<file path="config.mk">
export PLATFORM = sky130hd
export DESIGN_NAME = pe_row_seq_ctrl_flat
export DESIGN_NICKNAME = d
export VERILOG_FILES = /design/src/rtl/ecg_acc_pkg.sv /design/src/rtl/pe_row_seq_ctrl_if.sv /design/src/rtl/pe_row_out_fifo.sv /design/src/rtl/pe_row_seq_ctrl.sv /design/src/flat_wrapper.sv
export SDC_FILE = /design/constraint.sdc
export NUM_CORES = 1
export LEC_CHECK = 0
export CELL_PAD_IN_SITES_DETAIL_PLACEMENT = 0
export CELL_PAD_IN_SITES_GLOBAL_PLACEMENT = 1
export CORE_ASPECT_RATIO = 2
export CORE_MARGIN = 2
export CORE_UTILIZATION = 57
export DETAILED_ROUTE_END_ITERATION = 10
export MAX_ROUTING_LAYER = met4
export PLACE_DENSITY_LB_ADDON = 0.1
export SLEW_MARGIN = 20
export SYNTH_ARGS = -nofsm -noshare
export SYNTH_HDL_FRONTEND = slang
export SYNTH_SLANG_ARGS = --single-unit
</file>
<file path="constraint.sdc">
create_clock -name clk -period 19.01 [get_ports clk]
set_clock_uncertainty 0.15 [all_clocks]
set_input_delay 3.802 -clock clk [delete_from_list [all_inputs] [get_ports clk]]
set_output_delay 3.802 -clock clk [all_outputs]
set_load 0.01 [all_outputs]
</file>
<file path="src/rtl/ecg_acc_pkg.sv">
// ecg_acc_pkg: shared FSM states and row/accumulator constants
package ecg_acc_pkg;
  localparam int PIPE_LAT    = 3;
  localparam int ACC_W       = 16;
  localparam int MAX_LEN     = 64;
  localparam int LEN_W       = 7;
  localparam int PASS_W      = 5;
  localparam int OFIFO_DEPTH = 4;
  typedef enum logic [2:0] {IDLE, WLOAD, WPULSE, STREAM, DRAIN, FIN} state_t;
endpackage

</file>
<file path="src/rtl/pe_row_seq_ctrl_if.sv">
// pe_row_seq_ctrl_if: config, weight-load, slide-stream and result handshakes of one PE row
interface pe_row_seq_ctrl_if;
  import ecg_acc_pkg::*;
  logic              cfg_valid;
  logic              cfg_ready;
  logic [LEN_W-1:0]  cfg_out_len;
  logic [PASS_W-1:0] cfg_pass_num;
  logic              wload_req;
  logic              wload_ack;
  logic              new_weight_val;
  logic              din_valid;
  logic              din_ready;
  logic              slide_en;
  logic [7:0]        row_result;
  logic [ACC_W-1:0]  acc_data;
  logic              acc_valid;
  logic              acc_ready;
  logic              busy;
  logic              done;
  modport master (
    input  cfg_valid, cfg_out_len, cfg_pass_num, wload_ack, din_valid, row_result, acc_ready,
    output cfg_ready, wload_req, new_weight_val, din_ready, slide_en, acc_data, acc_valid, busy, done
  );
  modport slave (
    output cfg_valid, cfg_out_len, cfg_pass_num, wload_ack, din_valid, row_result, acc_ready,
    input  cfg_ready, wload_req, new_weight_val, din_ready, slide_en, acc_data, acc_valid, busy, done
  );
endinterface

</file>
<file path="src/rtl/pe_row_out_fifo.sv">
// pe_row_out_fifo: synchronous result FIFO exposing its free-entry count for issue credits
module pe_row_out_fifo #(
  parameter int W     = 16,
  parameter int DEPTH = 4
) (
  input  logic                       clk,
  input  logic                       rst,
  input  logic                       push,
  input  logic [W-1:0]               din,
  input  logic                       pop,
  output logic [W-1:0]               dout,
  output logic                       empty,
  output logic [$clog2(DEPTH+1)-1:0] free
);
  localparam int AW = DEPTH > 1 ? $clog2(DEPTH) : 1;
  localparam int FW = $clog2(DEPTH + 1);
  logic [W-1:0]  mem [DEPTH];
  logic [AW-1:0] rd, wr;
  logic [FW-1:0] cnt;
  logic          do_push, do_pop;
  // guarded push/pop and status flags
  always_comb begin
    do_pop  = pop & (cnt != '0);
    do_push = push & ((cnt != FW'(DEPTH)) | do_pop);
    dout    = mem[rd];
    empty   = cnt == '0;
    free    = FW'(DEPTH) - cnt;
  end
  // pointer and occupancy update
  always_ff @(posedge clk or posedge rst) begin
    if (rst) begin
      rd  <= '0;
      wr  <= '0;
      cnt <= '0;
    end else begin
      if (do_push) wr <= wr == AW'(DEPTH - 1) ? '0 : wr + 1'b1;
      if (do_pop) rd <= rd == AW'(DEPTH - 1) ? '0 : rd + 1'b1;
      cnt <= cnt + FW'(do_push) - FW'(do_pop);
    end
  end
  // storage write
  always_ff @(posedge clk) begin
    if (do_push) mem[wr] <= din;
  end
endmodule

</file>
<file path="src/rtl/pe_row_seq_ctrl.sv">
// pe_row_seq_ctrl: pass/window sequencer and psum accumulator for one 16-PE row
module pe_row_seq_ctrl #(
  parameter int PIPE_LAT    = ecg_acc_pkg::PIPE_LAT,
  parameter int MAX_LEN     = ecg_acc_pkg::MAX_LEN,
  parameter int OFIFO_DEPTH = ecg_acc_pkg::OFIFO_DEPTH
) (
  input logic               clk,
  input logic               rst,
  pe_row_seq_ctrl_if.master bus
);
  import ecg_acc_pkg::*;
  localparam int IW = $clog2(MAX_LEN);
  localparam int FW = $clog2(OFIFO_DEPTH + 1);
  localparam int CW = $clog2(PIPE_LAT + OFIFO_DEPTH + 1);
  state_t                  state, nxt;
  logic [LEN_W-1:0]        len_q, issue_idx, cfg_len;
  logic [PASS_W-1:0]       pass_q, pass_idx;
  logic [PIPE_LAT-1:0]     tv;
  logic [IW-1:0]           ti [PIPE_LAT];
  logic signed [ACC_W-1:0] psum [MAX_LEN];
  logic signed [ACC_W-1:0] r, acc_sum;
  logic [ACC_W-1:0]        fifo_dout;
  logic [FW-1:0]           free;
  logic [CW-1:0]           tag_cnt;
  logic [IW-1:0]           tail_i;
  logic                    f_empty, first, last, tail_v, credit_ok;
  // datapath decode: clamp, pipe tail, accumulate value and last-pass credit check
  always_comb begin
    cfg_len   = bus.cfg_out_len > LEN_W'(MAX_LEN) ? LEN_W'(MAX_LEN) : bus.cfg_out_len;
    tail_v    = tv[PIPE_LAT-1];
    tail_i    = ti[PIPE_LAT-1];
    first     = pass_idx == '0;
    last      = pass_idx == pass_q - 1'b1;
    r         = {{(ACC_W - 8){bus.row_result[7]}}, bus.row_result};
    acc_sum   = first ? r : psum[tail_i] + r;
    tag_cnt   = CW'($countones(tv));
    credit_ok = !last | (CW'(free) > tag_cnt);
  end
  // state register
  always_ff @(posedge clk or posedge rst) begin
    if (rst) state <= IDLE;
    else state <= nxt;
  end
  // next-state logic
  always_comb begin
    nxt = state;
    unique case (state)
      IDLE:    if (bus.cfg_valid) nxt = (cfg_len == '0 || bus.cfg_pass_num == '0) ? FIN : WLOAD;
      WLOAD:   if (bus.wload_ack) nxt = WPULSE;
      WPULSE:  nxt = STREAM;
      STREAM:  if (issue_idx == len_q) nxt = DRAIN;
      DRAIN:   if (tv == '0) nxt = last ? FIN : WLOAD;
      FIN:     if (f_empty) nxt = IDLE;
      default: nxt = IDLE;
    endcase
  end
  // handshake outputs decoded from state
  always_comb begin
    bus.cfg_ready      = state == IDLE;
    bus.busy           = state != IDLE;
    bus.wload_req      = state == WLOAD;
    bus.new_weight_val = state == WPULSE;
    bus.din_ready      = state == STREAM && issue_idx < len_q && credit_ok;
    bus.slide_en       = bus.din_valid & bus.din_ready;
    bus.done           = state == FIN && f_empty;
    bus.acc_valid      = !f_empty;
    bus.acc_data       = f_empty ? '0 : fifo_dout;
  end
  // config latch, pass/window counters and index tag pipe
  always_ff @(posedge clk or posedge rst) begin
    if (rst) begin
      len_q     <= '0;
      pass_q    <= '0;
      pass_idx  <= '0;
      issue_idx <= '0;
      tv        <= '0;
      for (int k = 0; k < PIPE_LAT; k++) ti[k] <= '0;
    end else begin
      if (state == IDLE && bus.cfg_valid) begin
        len_q    <= cfg_len;
        pass_q   <= bus.cfg_pass_num;
        pass_idx <= '0;
      end
      if (state == DRAIN && tv == '0 && !last) pass_idx <= pass_idx + 1'b1;
      if (state == WPULSE) issue_idx <= '0;
      else if (bus.slide_en) issue_idx <= issue_idx + 1'b1;
      tv    <= {tv[PIPE_LAT-2:0], bus.slide_en};
      ti[0] <= issue_idx[IW-1:0];
      for (int k = 1; k < PIPE_LAT; k++) ti[k] <= ti[k-1];
    end
  end
  // partial sums: overwrite on the first pass, accumulate on middle passes
  always_ff @(posedge clk) begin
    if (tail_v && !last) psum[tail_i] <= acc_sum;
  end
  pe_row_out_fifo #(.W(ACC_W), .DEPTH(OFIFO_DEPTH)) u_fifo (
    .clk  (clk),
    .rst  (rst),
    .push (tail_v & last),
    .din  (acc_sum),
    .pop  (bus.acc_valid & bus.acc_ready),
    .dout (fifo_dout),
    .empty(f_empty),
    .free (free)
  );
endmodule

</file>
<file path="src/flat_wrapper.sv">
// flat-port wrapper written by rule: the top's interface ports become plain ports
module pe_row_seq_ctrl_flat import ecg_acc_pkg::*;
#(
  parameter int PIPE_LAT    = ecg_acc_pkg::PIPE_LAT,
  parameter int MAX_LEN     = ecg_acc_pkg::MAX_LEN,
  parameter int OFIFO_DEPTH = ecg_acc_pkg::OFIFO_DEPTH
)
  (clk, rst, bus_cfg_valid, bus_cfg_out_len, bus_cfg_pass_num, bus_wload_ack, bus_din_valid, bus_row_result, bus_acc_ready, bus_cfg_ready, bus_wload_req, bus_new_weight_val, bus_din_ready, bus_slide_en, bus_acc_data, bus_acc_valid, bus_busy, bus_done);
  pe_row_seq_ctrl_if bus_i ();
  input logic clk;
  input logic rst;
  input wire logic [$bits(bus_i.cfg_valid)-1:0] bus_cfg_valid;
  input wire logic [$bits(bus_i.cfg_out_len)-1:0] bus_cfg_out_len;
  input wire logic [$bits(bus_i.cfg_pass_num)-1:0] bus_cfg_pass_num;
  input wire logic [$bits(bus_i.wload_ack)-1:0] bus_wload_ack;
  input wire logic [$bits(bus_i.din_valid)-1:0] bus_din_valid;
  input wire logic [$bits(bus_i.row_result)-1:0] bus_row_result;
  input wire logic [$bits(bus_i.acc_ready)-1:0] bus_acc_ready;
  output wire logic [$bits(bus_i.cfg_ready)-1:0] bus_cfg_ready;
  output wire logic [$bits(bus_i.wload_req)-1:0] bus_wload_req;
  output wire logic [$bits(bus_i.new_weight_val)-1:0] bus_new_weight_val;
  output wire logic [$bits(bus_i.din_ready)-1:0] bus_din_ready;
  output wire logic [$bits(bus_i.slide_en)-1:0] bus_slide_en;
  output wire logic [$bits(bus_i.acc_data)-1:0] bus_acc_data;
  output wire logic [$bits(bus_i.acc_valid)-1:0] bus_acc_valid;
  output wire logic [$bits(bus_i.busy)-1:0] bus_busy;
  output wire logic [$bits(bus_i.done)-1:0] bus_done;
  assign bus_i.cfg_valid = bus_cfg_valid;
  assign bus_i.cfg_out_len = bus_cfg_out_len;
  assign bus_i.cfg_pass_num = bus_cfg_pass_num;
  assign bus_i.wload_ack = bus_wload_ack;
  assign bus_i.din_valid = bus_din_valid;
  assign bus_i.row_result = bus_row_result;
  assign bus_i.acc_ready = bus_acc_ready;
  assign bus_cfg_ready = bus_i.cfg_ready;
  assign bus_wload_req = bus_i.wload_req;
  assign bus_new_weight_val = bus_i.new_weight_val;
  assign bus_din_ready = bus_i.din_ready;
  assign bus_slide_en = bus_i.slide_en;
  assign bus_acc_data = bus_i.acc_data;
  assign bus_acc_valid = bus_i.acc_valid;
  assign bus_busy = bus_i.busy;
  assign bus_done = bus_i.done;
  pe_row_seq_ctrl #(.PIPE_LAT(PIPE_LAT), .MAX_LEN(MAX_LEN), .OFIFO_DEPTH(OFIFO_DEPTH)) u_core (.clk(clk), .rst(rst), .bus(bus_i));
endmodule
</file>
# Word level (Yosys, flattened, before mapping)
# Memory sizes are Yosys's and may differ from the RTL's.
# Index checks and enable logic that the tools add are counted.
dict set report word_totals {
  word_cells 92
  register_bits 55
  in_bits 26
  memories 2
  ram_bits 1088
}
# memory words width read_ports rd_ports_with_merged_regs write_ports line_no
set memory_table {}
lappend memory_table {u_core.psum 64 16 1 0 1 pe_row_seq_ctrl.sv:20} ;# logic signed [ACC_W-1:0] psum [MAX_LEN];
lappend memory_table {u_core.u_fifo.mem 4 16 1 0 1 pe_row_out_fifo.sv:17} ;# logic [W-1:0] mem [DEPTH];
dict set report op_classes {
  order_cmp 3
  n_eq_ne 15
  n_mux 21
  n_reduce_logical 21
  n_addsub 11
  bitwise_logic 7
}
# cell count
set ops {}
lappend ops {{$mux W16} 2}
lappend ops {{$mux W3} 7}
lappend ops {{$mux W7} 3}
lappend ops {{$pmux W3 S6} 1}
lappend ops {{$add A16 B8 Y16} 1}
lappend ops {{$logic_not A5 Y1} 2}
lappend ops {{$mux W5} 2}
lappend ops {{$logic_not A3 Y1} 3}
lappend ops {{$add A7 B1 Y7 const B} 1}
lappend ops {{$eq A7 B7 Y1} 1}
lappend ops {{$gt A7 B7 Y1 const B} 1}
lappend ops {{$logic_and A1 B1 Y1} 7}
lappend ops {{$logic_not A7 Y1} 1}
lappend ops {{$lt A7 B7 Y1} 1}
lappend ops {{$add A3 B1 Y3} 2}
lappend ops {{$eq A3 B2 Y1 const B} 2}
lappend ops {{$eq A3 B3 Y1 const B} 2}
lappend ops {{$ne A2 B1 Y1 const B} 3}
lappend ops {{$reduce_bool A3 Y1} 2}
lappend ops {{$add A5 B1 Y5 const B} 1}
lappend ops {{$and A1 B1 Y1} 5}
lappend ops {{$eq A5 B5 Y1} 1}
lappend ops {{$reduce_and A5 Y1} 1}
lappend ops {{$sub A5 B1 Y5 const B} 1}
lappend ops {{other kinds (15)} 25}

# Logic depth before layout (Yosys ltp)
# Gate-level depths: netlist (run 1).
dict set report logic_depth {
  ltp_word 8
  depth_mapped 22
  depth_no_buf 17
}

# By module
# A second synthesis (run 1) with hierarchy kept.
dict set report unflattened {
  cells_unflattened 2514
  area_unflattened_um2 45842.7
}
# module seq_area_each_um2 instances cells_each area_each_um2
set modules_own_cells {}
lappend modules_own_cells {pe_row_seq_ctrl 31950.6 1 2386 43001.2}
lappend modules_own_cells {pe_row_out_fifo 2097.0 1 128 2841.5}

# Worst setup path before layout (run 1)
# OpenSTA, ideal clock, no wires.
dict set report synth_path {
  path_type {input to register}
  startpoint {in bus_row_result[0]}
  endpoint {mem u_core.psum[0][6] (data pin)}
  arrival_ns 7.916
  cell_stages 9
  path_slack_ns 10.193
  required_time_ns 18.110
  cell_sequence {ha_1 -> inv_1 -> fa_1 -> nor2b_1 -> o21a_1 -> o21a_1 -> o21a_1 -> o21a_1 -> o31ai_1}
}
dict set report synth_via {
  elab_chain_cells 2
}
# item line_no
set synth_lines {}
lappend synth_lines {{start: declaration} flat_wrapper.sv:17} ;# input wire logic [$bits(bus_i.row_result)-1:0] bus_row_result;
lappend synth_lines {{$add A16 B8 Y16} pe_row_seq_ctrl.sv:35} ;# acc_sum = first ? r : psum[tail_i] + r;
lappend synth_lines {{$mux W16} pe_row_seq_ctrl.sv:35}
lappend synth_lines {{via u_core.acc_sum[6]} pe_row_seq_ctrl.sv:21} ;# logic signed [ACC_W-1:0] r, acc_sum;
lappend synth_lines {{end: declaration} pe_row_seq_ctrl.sv:20}
# The timed path passes the listed nets, and every way through them passes these cells.

# Worst setup path after layout (run 1)
dict set report layout_path {
  startpoint {in bus_din_valid}
  endpoint {out bus_slide_en}
}
dict set report layout_via {
  elab_chain_cells 1
}
# item line_no
set layout_lines {}
lappend layout_lines {{start: declaration} flat_wrapper.sv:16} ;# input wire logic [$bits(bus_i.din_valid)-1:0] bus_din_valid;
lappend layout_lines {{$and A1 B1 Y1} pe_row_seq_ctrl.sv:64} ;# bus.slide_en = bus.din_valid & bus.din_ready;
lappend layout_lines {{end: declaration} flat_wrapper.sv:23} ;# output wire logic [$bits(bus_i.slide_en)-1:0] bus_slide_en;
# Every way passes these cells.

==> qor.yml, run 1 <==
sta:
  whs_ns: 0.1958
  rsz0062_at_grt: "no"
  worst_pin_slew_ns: 1.124
  drv_slew: 0
  fin_tns_setup_ns: 0
  fmax_mhz: 105.8
  setup_slack_ns: 9.561
  fin_crit_sh_pct: 49.71
  period_needed_ns: 9.449
  hold_viol_final: 0
  relSlewSlack_pct: 25.08
  setup_viol: 0
global_route:
  grt_pass1_wl_mm: 179.6
  overflow: 0
  grt_pass1_vias: 25493
  grt_max_degree: 99
  antenna_found_initial: 2
  grt_usage_pct: 31.97
cts:
  postCtsSetupBuffers: 0
  cts_buffers: 92
  cts.path.max_buffers: 3
  ctsResizeCount: 0
  ctsHoldBuffers: 0
  clk_latency_ns: 0.69
  path_clk_slew_ns: 0.07
  htree_levels: 3
  cts_tree: "yes"
  clock_sinks: 1143
  clockRootBuffer: "clkbuf_16"
cells_and_area:
  drive_gt1_share_pct: 17.28
  final_cell_mix: "1088 x edfxtp_1, 150 x nor2_1, 118 x buf_4"
  syn_to_final_growth_pct: 11.11
  fill_cells: 5659
  final_nets: 2773
  final_common_cell: "edfxtp_1"
  fin_cells: 3822
  finish.instance_area_um2: 50890
power:
  p_per_area_nw_per_um2: 150.0
  p_leak_nw: 16.36
  irDropWorstVdd_uv: 177.2
critical_path:
  crit_arrival_ns: 5.50
  start_kind: "primary input"
  cp-end-kind: "output port"
  path_max_fanout: 13
  required_ns: 15.06
  crit_type: "in -> out"
worst_hold_path:
  hp-class: "reg -> reg"
drt:
  ant_nets: 0
  drt_wl_total_mm: 125.9
  drc: 0
  num_vias: 25569
  wire_per_inst_um: 32.94
  vias_per_cell: 6.690
  drt_iter0_drc: 2629
  firstDrtPassIters: 5
floorplan:
  die_width_um: 204.4
  io_pins: 50
  core_um2: 80010
  rows: 147
  die_y_um: 404.9
  start_util_pct: 57.25
  die_area_um2: 82770
place:
  portBuffers: 49
  dp.cells: 3650
  dp_slack_ns: 9.574
  place_area_um2: 47820
  dp_hpwl_mm: 74.28
  gp_congestion: 0.9434
synthesis:
  ys_warn_count: 0
  syn-cell-area_um2: 45800
  synth_flop_cell: "edfxtp_1"
  ys_types: 76
  avgSynthCellArea_um2: 17.66
  yosysSeqAreaShare_pct: 74.34
  synth-edff-count: 1088
  synthArstFlopShare_pct: 4.812
  synthesis.nets: 2664
  synth_seq_cells: 1143
  postSynthCellCount: 2593
status:
  status: "completed"
flow_run:
  cap_violations: 0
-- synthesized netlist by cell type, drive strengths merged (27+ instances only) --
library cell,instances,area share (%)
edfxtp,1088,71
nor2,154,1.3
mux4,121,6.0
mux2i,112,2.4
a21oi,105,1.1
buf,100,1.5
a221oi,98,1.9
nand2,96,0.79
o21ai,84,0.92
mux2,71,1.8
clkbuf,55,0.45
dfrtp,55,3.0
a22oi,51,0.84
o22ai,47,0.64
ha,42,1.1
inv,39,0.32
nand3,27,0.30
-- routing by layer --
metal	vias up	global-route usage [%]	part of all wire [%]
met1	13356	39.14	36
met2	1234	51.64	50
met5	-	-	0
met3	293	4.199	6.8
li1	10686	-	-
met4	0	18.01	6.5
-- flip-flops by register name (all words and copies together), names as in the netlist, 5 cells and up --
name,count
u_core.u_fifo.mem,64
u_core.psum,1024
u_core.len_q,7
u_core.ti,12
u_core.issue_idx,7
u_core.pass_q,5
u_core.tail_i,6
u_core.pass_idx,5
-- cells by family (layout without fill, tap and decap cells) --
logic type	count (synthesis)	after routing	share of synthesized area (%)
buffers and inverters	195	379	2.303
adders and majority gates	45	45	1.278
muxes	304	304	10.23
DFF	1143	1143	74.34
AOI/OAI and AO/OA	494	494	7.471
and+or+nand+nor	397	397	4.089
xor gates and xnor gates	15	15	0.2868
other	0	2	0
-- metrics by stage --
step / power (mW) / utilization, %
6_report: 7.635 / 63.61
5_1_grt: 7.890 / 63.60
4_1_cts: 7.659 / 63.59
3_5_place_dp: 5.724 / 59.77
3_3_place_gp: 5.646 / 59.77
2_1_floorplan: 4.815 / -
-- final timing paths --
| path | from | end | slack, ns | cells after the start |
|---|---|---|---|---|
| max in group asynchronous | rst | u_core.tail_i[2]$_DFF_PP0_ | 14.67 | 3 |
| worst max register to register | u_core.tail_i[2]$_DFF_PP0_ | u_core.psum[19][12]$_DFFE_PP_ | 11.46 | 20 |
| worst max-delay path | bus_din_valid | bus_slide_en | 9.56 | 4 |
| worst min register to register | u_core.ti[10]$_DFF_PP0_ | u_core.tail_i[4]$_DFF_PP0_ | 0.20 | 0 |
| min in group asynchronous | rst | u_core.u_fifo.wr[1]$_DFFE_PP0P_ | 3.47 | 3 |
| worst min-delay path | u_core.ti[10]$_DFF_PP0_ | u_core.tail_i[4]$_DFF_PP0_ | 0.20 | 0 |
-- critical path, cell delays in order --
cell             delay [ns]
clkdlybuf4s50_1        0.46
o2111ai_1              0.40
inv_1                  0.27
clkdlybuf4s50_1        0.58
-- power breakdown --
group / leakage, nW / total (mW) / internal (mW) / switching [mW]
Sequential: 10.5 / 3.51 / 3.44 / 0.0663
Clock: 1.48 / 1.96 / 1.08 / 0.880
Combinational: 4.38 / 2.17 / 0.605 / 1.56
-- layout make-up --
class                           count  area [um2]  area share [%]
Antenna cell                        2       5.005        0.009835
Clock buffer                      112        2429           4.772
Clock inverter                     57       621.8           1.222
Inverter                           40       150.1          0.2950
Multi-Input combinational cell   1255       10900           21.41
Sequential cell                  1143       34060           66.93
Tap cell                         1043        1305           2.564
Timing Repair Buffer              170        1421           2.793
No activity file was read; power rests on OpenSTA's default activity.
==> inputs of run 2 (changes only) <==
- CORE_UTILIZATION: 57 -> 49
- clock period: 19.01 -> 7.7 ns (I/O delays scaled with it)
==> qor.yml, run 2 (synthesized netlist as in run 1, its figures left out) <==
drt:
  firstDrtPassIters: 7  # was 5
  drt_wl_total_mm: 138.1  # was 125.9 mm
  drt_iter0_drc: 2706  # was 2629
  wire_per_inst_um: 34.29  # was 32.94 um
  drc: 0  # unchanged
  ant_nets: 0  # unchanged
  num_vias: 25767  # was 25569
  vias_per_cell: 6.395  # was 6.690
floorplan:
  die_width_um: 220.2  # was 204.4 um
  core_um2: 92720  # was 80010 um2
  die_area_um2: 96080  # was 82770 um2
  rows: 158  # was 147
  start_util_pct: 49.40  # was 57.25%
  io_pins: 50  # unchanged
  die_y_um: 436.4  # was 404.9 um
critical_path:
  crit_start: "u_core.tail_i[1]$_DFF_PP0_"  # was bus_din_valid
  r2r_cells: 19  # was 20
  path_max_fanout: 40  # was 13
  rrSetupSlack_ns: 0.90  # was 11.46 ns
  rr_endpoint: "u_core.psum[44][12]$_DFFE_PP_"  # was u_core.psum[19][12]$_DFFE_PP_
  rr_startpoint: "u_core.tail_i[1]$_DFF_PP0_"  # was u_core.tail_i[2]$_DFF_PP0_
  crit_arrival_ns: 7.08  # was 5.50 ns
  start_kind: "flop"  # was primary input
  crit_type: "reg -> reg"  # was in -> out
  required_ns: 7.97  # was 15.06 ns
  cp-end-kind: "flop"  # was output port
place:
  dp_hpwl_mm: 86.34  # was 74.28 mm
  dp.cells: 3846  # was 3650
  gp_congestion: 0.9192  # was 0.9434
  dp_slack_ns: 1.028  # was 9.574 ns
  portBuffers: 49  # unchanged
cts:
  ctsHoldBuffers: 0  # unchanged
  htree_levels: 3  # unchanged
  clock_sinks: 1143  # unchanged
  postCtsSetupBuffers: 0  # unchanged
  ctsResizeCount: 0  # unchanged
  cts_tree: "yes"  # unchanged
  clk_latency_ns: 0.73  # was 0.69 ns
  path_clk_slew_ns: 0.06  # was 0.07 ns
  cts.path.max_buffers: 3  # unchanged
  clockRootBuffer: "clkbuf_16"  # unchanged
  cts_buffers: 97  # was 92
global_route:
  grt.busiest_layer: "met2"  # unchanged
  grt_pass1_vias: 25999  # was 25493
  use_met1_pct: 35.49  # was 39.14%
  grt_use_met2_pct: 50.00  # was 51.64%
  overflow: 0  # unchanged
  grt_max_degree: 69  # was 99
  grt_use_met3_pct: 4.231  # was 4.199%
  grt_pass1_wl_mm: 194.7  # was 179.6 mm
  grt_usage_pct: 30.13  # was 31.97%
  antenna_found_initial: 4  # was 2
power:
  clockPowerShare_pct: 25.1  # was 25.7%
  irDropWorstVdd_uv: 269.3  # was 177.2 uV
  swShare_pct: 33.87  # was 32.86%
  p_leak_nw: 16.64  # was 16.36 nW
  p_per_area_nw_per_um2: 374.4  # was 150.0 nW/um2
  power_frac_comb_pct: 30.2  # was 28.4%
  p_int_mw: 12.77  # was 5.126 mW
  p_switching_mw: 6.540  # was 2.508 mW
  seqPwrFrac_pct: 44.7  # was 45.9%
cells_and_area:
  syn_to_final_growth_pct: 12.62  # was 11.11%
  fin_cells: 4029  # was 3822
  drive_gt1_share_pct: 18.48  # was 17.28%
  fill_cells: 7182  # was 5659
  final_cell_mix: "1088 x edfxtp_1, 150 x nor2_1, 142 x buf_4"  # was 1088 x edfxtp_1, 150 x nor2_1, 118 x buf_4
  top_register: "u_core.psum"  # unchanged
  top_regs: "u_core.psum x1024, u_core.u_fifo.mem x64, u_core.ti x12"  # unchanged
  final_common_cell: "edfxtp_1"  # unchanged
  largest_reg_flops: 1024  # unchanged
  final_nets: 2816  # was 2773
sta:
  fmax_mhz: 147.0
  hold_viol_final: 0  # unchanged
  drv_slew: 0  # unchanged
  setup_slack_ns: 0.8973  # was 9.561 ns
  relSlewSlack_pct: 21.06  # was 25.08%
  worst_pin_slew_ns: 1.181  # was 1.124 ns
  setup_viol: 0  # unchanged
  period_needed_ns: 6.803
  fin_crit_sh_pct: 88.35
  fin_tns_setup_ns: 0  # unchanged
  rsz0062_at_grt: "no"  # unchanged
worst_hold_path:
  hp-class: "reg -> reg"  # unchanged
  min_from: "u_core.ti[15]$_DFF_PP0_"  # was u_core.ti[10]$_DFF_PP0_
  holdPathStages: 0  # unchanged
  min_to: "u_core.ti[9]$_DFF_PP0_"  # was u_core.tail_i[4]$_DFF_PP0_
flow_run:
  cap_violations: 0  # unchanged
status:
  status: "completed"  # unchanged
[run 2: worst max path at each step]
| stage | depth (start not counted) | slack (ns) | end |
|---|---|---|---|
| finish | 19 | 0.90 | u_core.psum[44][12]$_DFFE_PP_ |
| global route | 19 | 0.72 | u_core.psum[44][12]$_DFFE_PP_ |
| CTS | 19 | 1.00 | u_core.psum[1][12]$_DFFE_PP_ |
| detailed placement | 19 | 1.03 | u_core.psum[62][12]$_DFFE_PP_ |
| global placement | 19 | 1.01 | u_core.psum[58][12]$_DFFE_PP_ |
| floorplan | 18 | 0.72 | u_core.psum[0][6]$_DFFE_PP_ |
[run 2: area by class of cell]
| class | count | area (um2) | area share (%) |
|---|---|---|---|
| flip-flops and latches | 1143 | 34060 | 66.03 |
| clock buffers | 127 | 2611 | 5.062 |
| multi-input cells | 1255 | 10900 | 21.13 |
| repair buffers | 208 | 1897 | 3.677 |
| inverters | 40 | 150.1 | 0.2911 |
| well taps | 1200 | 1501 | 2.911 |
| diodes | 5 | 12.51 | 0.02426 |
| clock inverters | 51 | 454.2 | 0.8805 |
[run 2: through the flow]
stage                     instance area, um2  utilization, %  hold WS [ns]  power, mW
after floorplan                        45800               -        0.1812      11.89
after global routing                   51580           55.63        0.2059      19.93
after CTS                              51570           55.62        0.1995      19.39
after detailed placement               48510           52.32        0.1847      14.61
final                                  51580           55.64        0.1965      19.31
after global placement                 48500           52.31        0.1820      14.46
[run 2: worst max-delay path, cell delays in order, from the launching register on]
cell,delay [ns]
dfrtp_4,0.87
nor2_4,0.34
buf_4,0.29
a221oi_1,0.29
a21oi_1,0.09
o21ai_0,0.63
o21ai_0,0.31
nor3_1,0.37
nand2_1,0.10
ha_1,0.22
inv_1,0.09
fa_1,0.21
nor2b_1,0.06
o21a_1,0.18
o21a_1,0.21
o21a_1,0.25
a211oi_1,0.45
mux2_2,0.39
a311o_2,0.63
buf_12,0.29
[run 2: routing by layer]
metal  share of wire, %  vias to the layer above
met5                  0                        -
met4                5.9                        0
met3                5.6                      305
met2                 52                     1065
met1                 37                    13621
li1                   -                    10776
[run 2: power groups by stage]
stage | clock network, mW | logic, mW | registers, mW
after floorplan | 0 | 3.05 | 8.84
after global placement | 0 | 5.70 | 8.76
after detailed placement | 0 | 5.84 | 8.76
after CTS | 4.92 | 5.85 | 8.63
after global routing | 5.14 | 6.15 | 8.64
final | 4.85 | 5.83 | 8.63
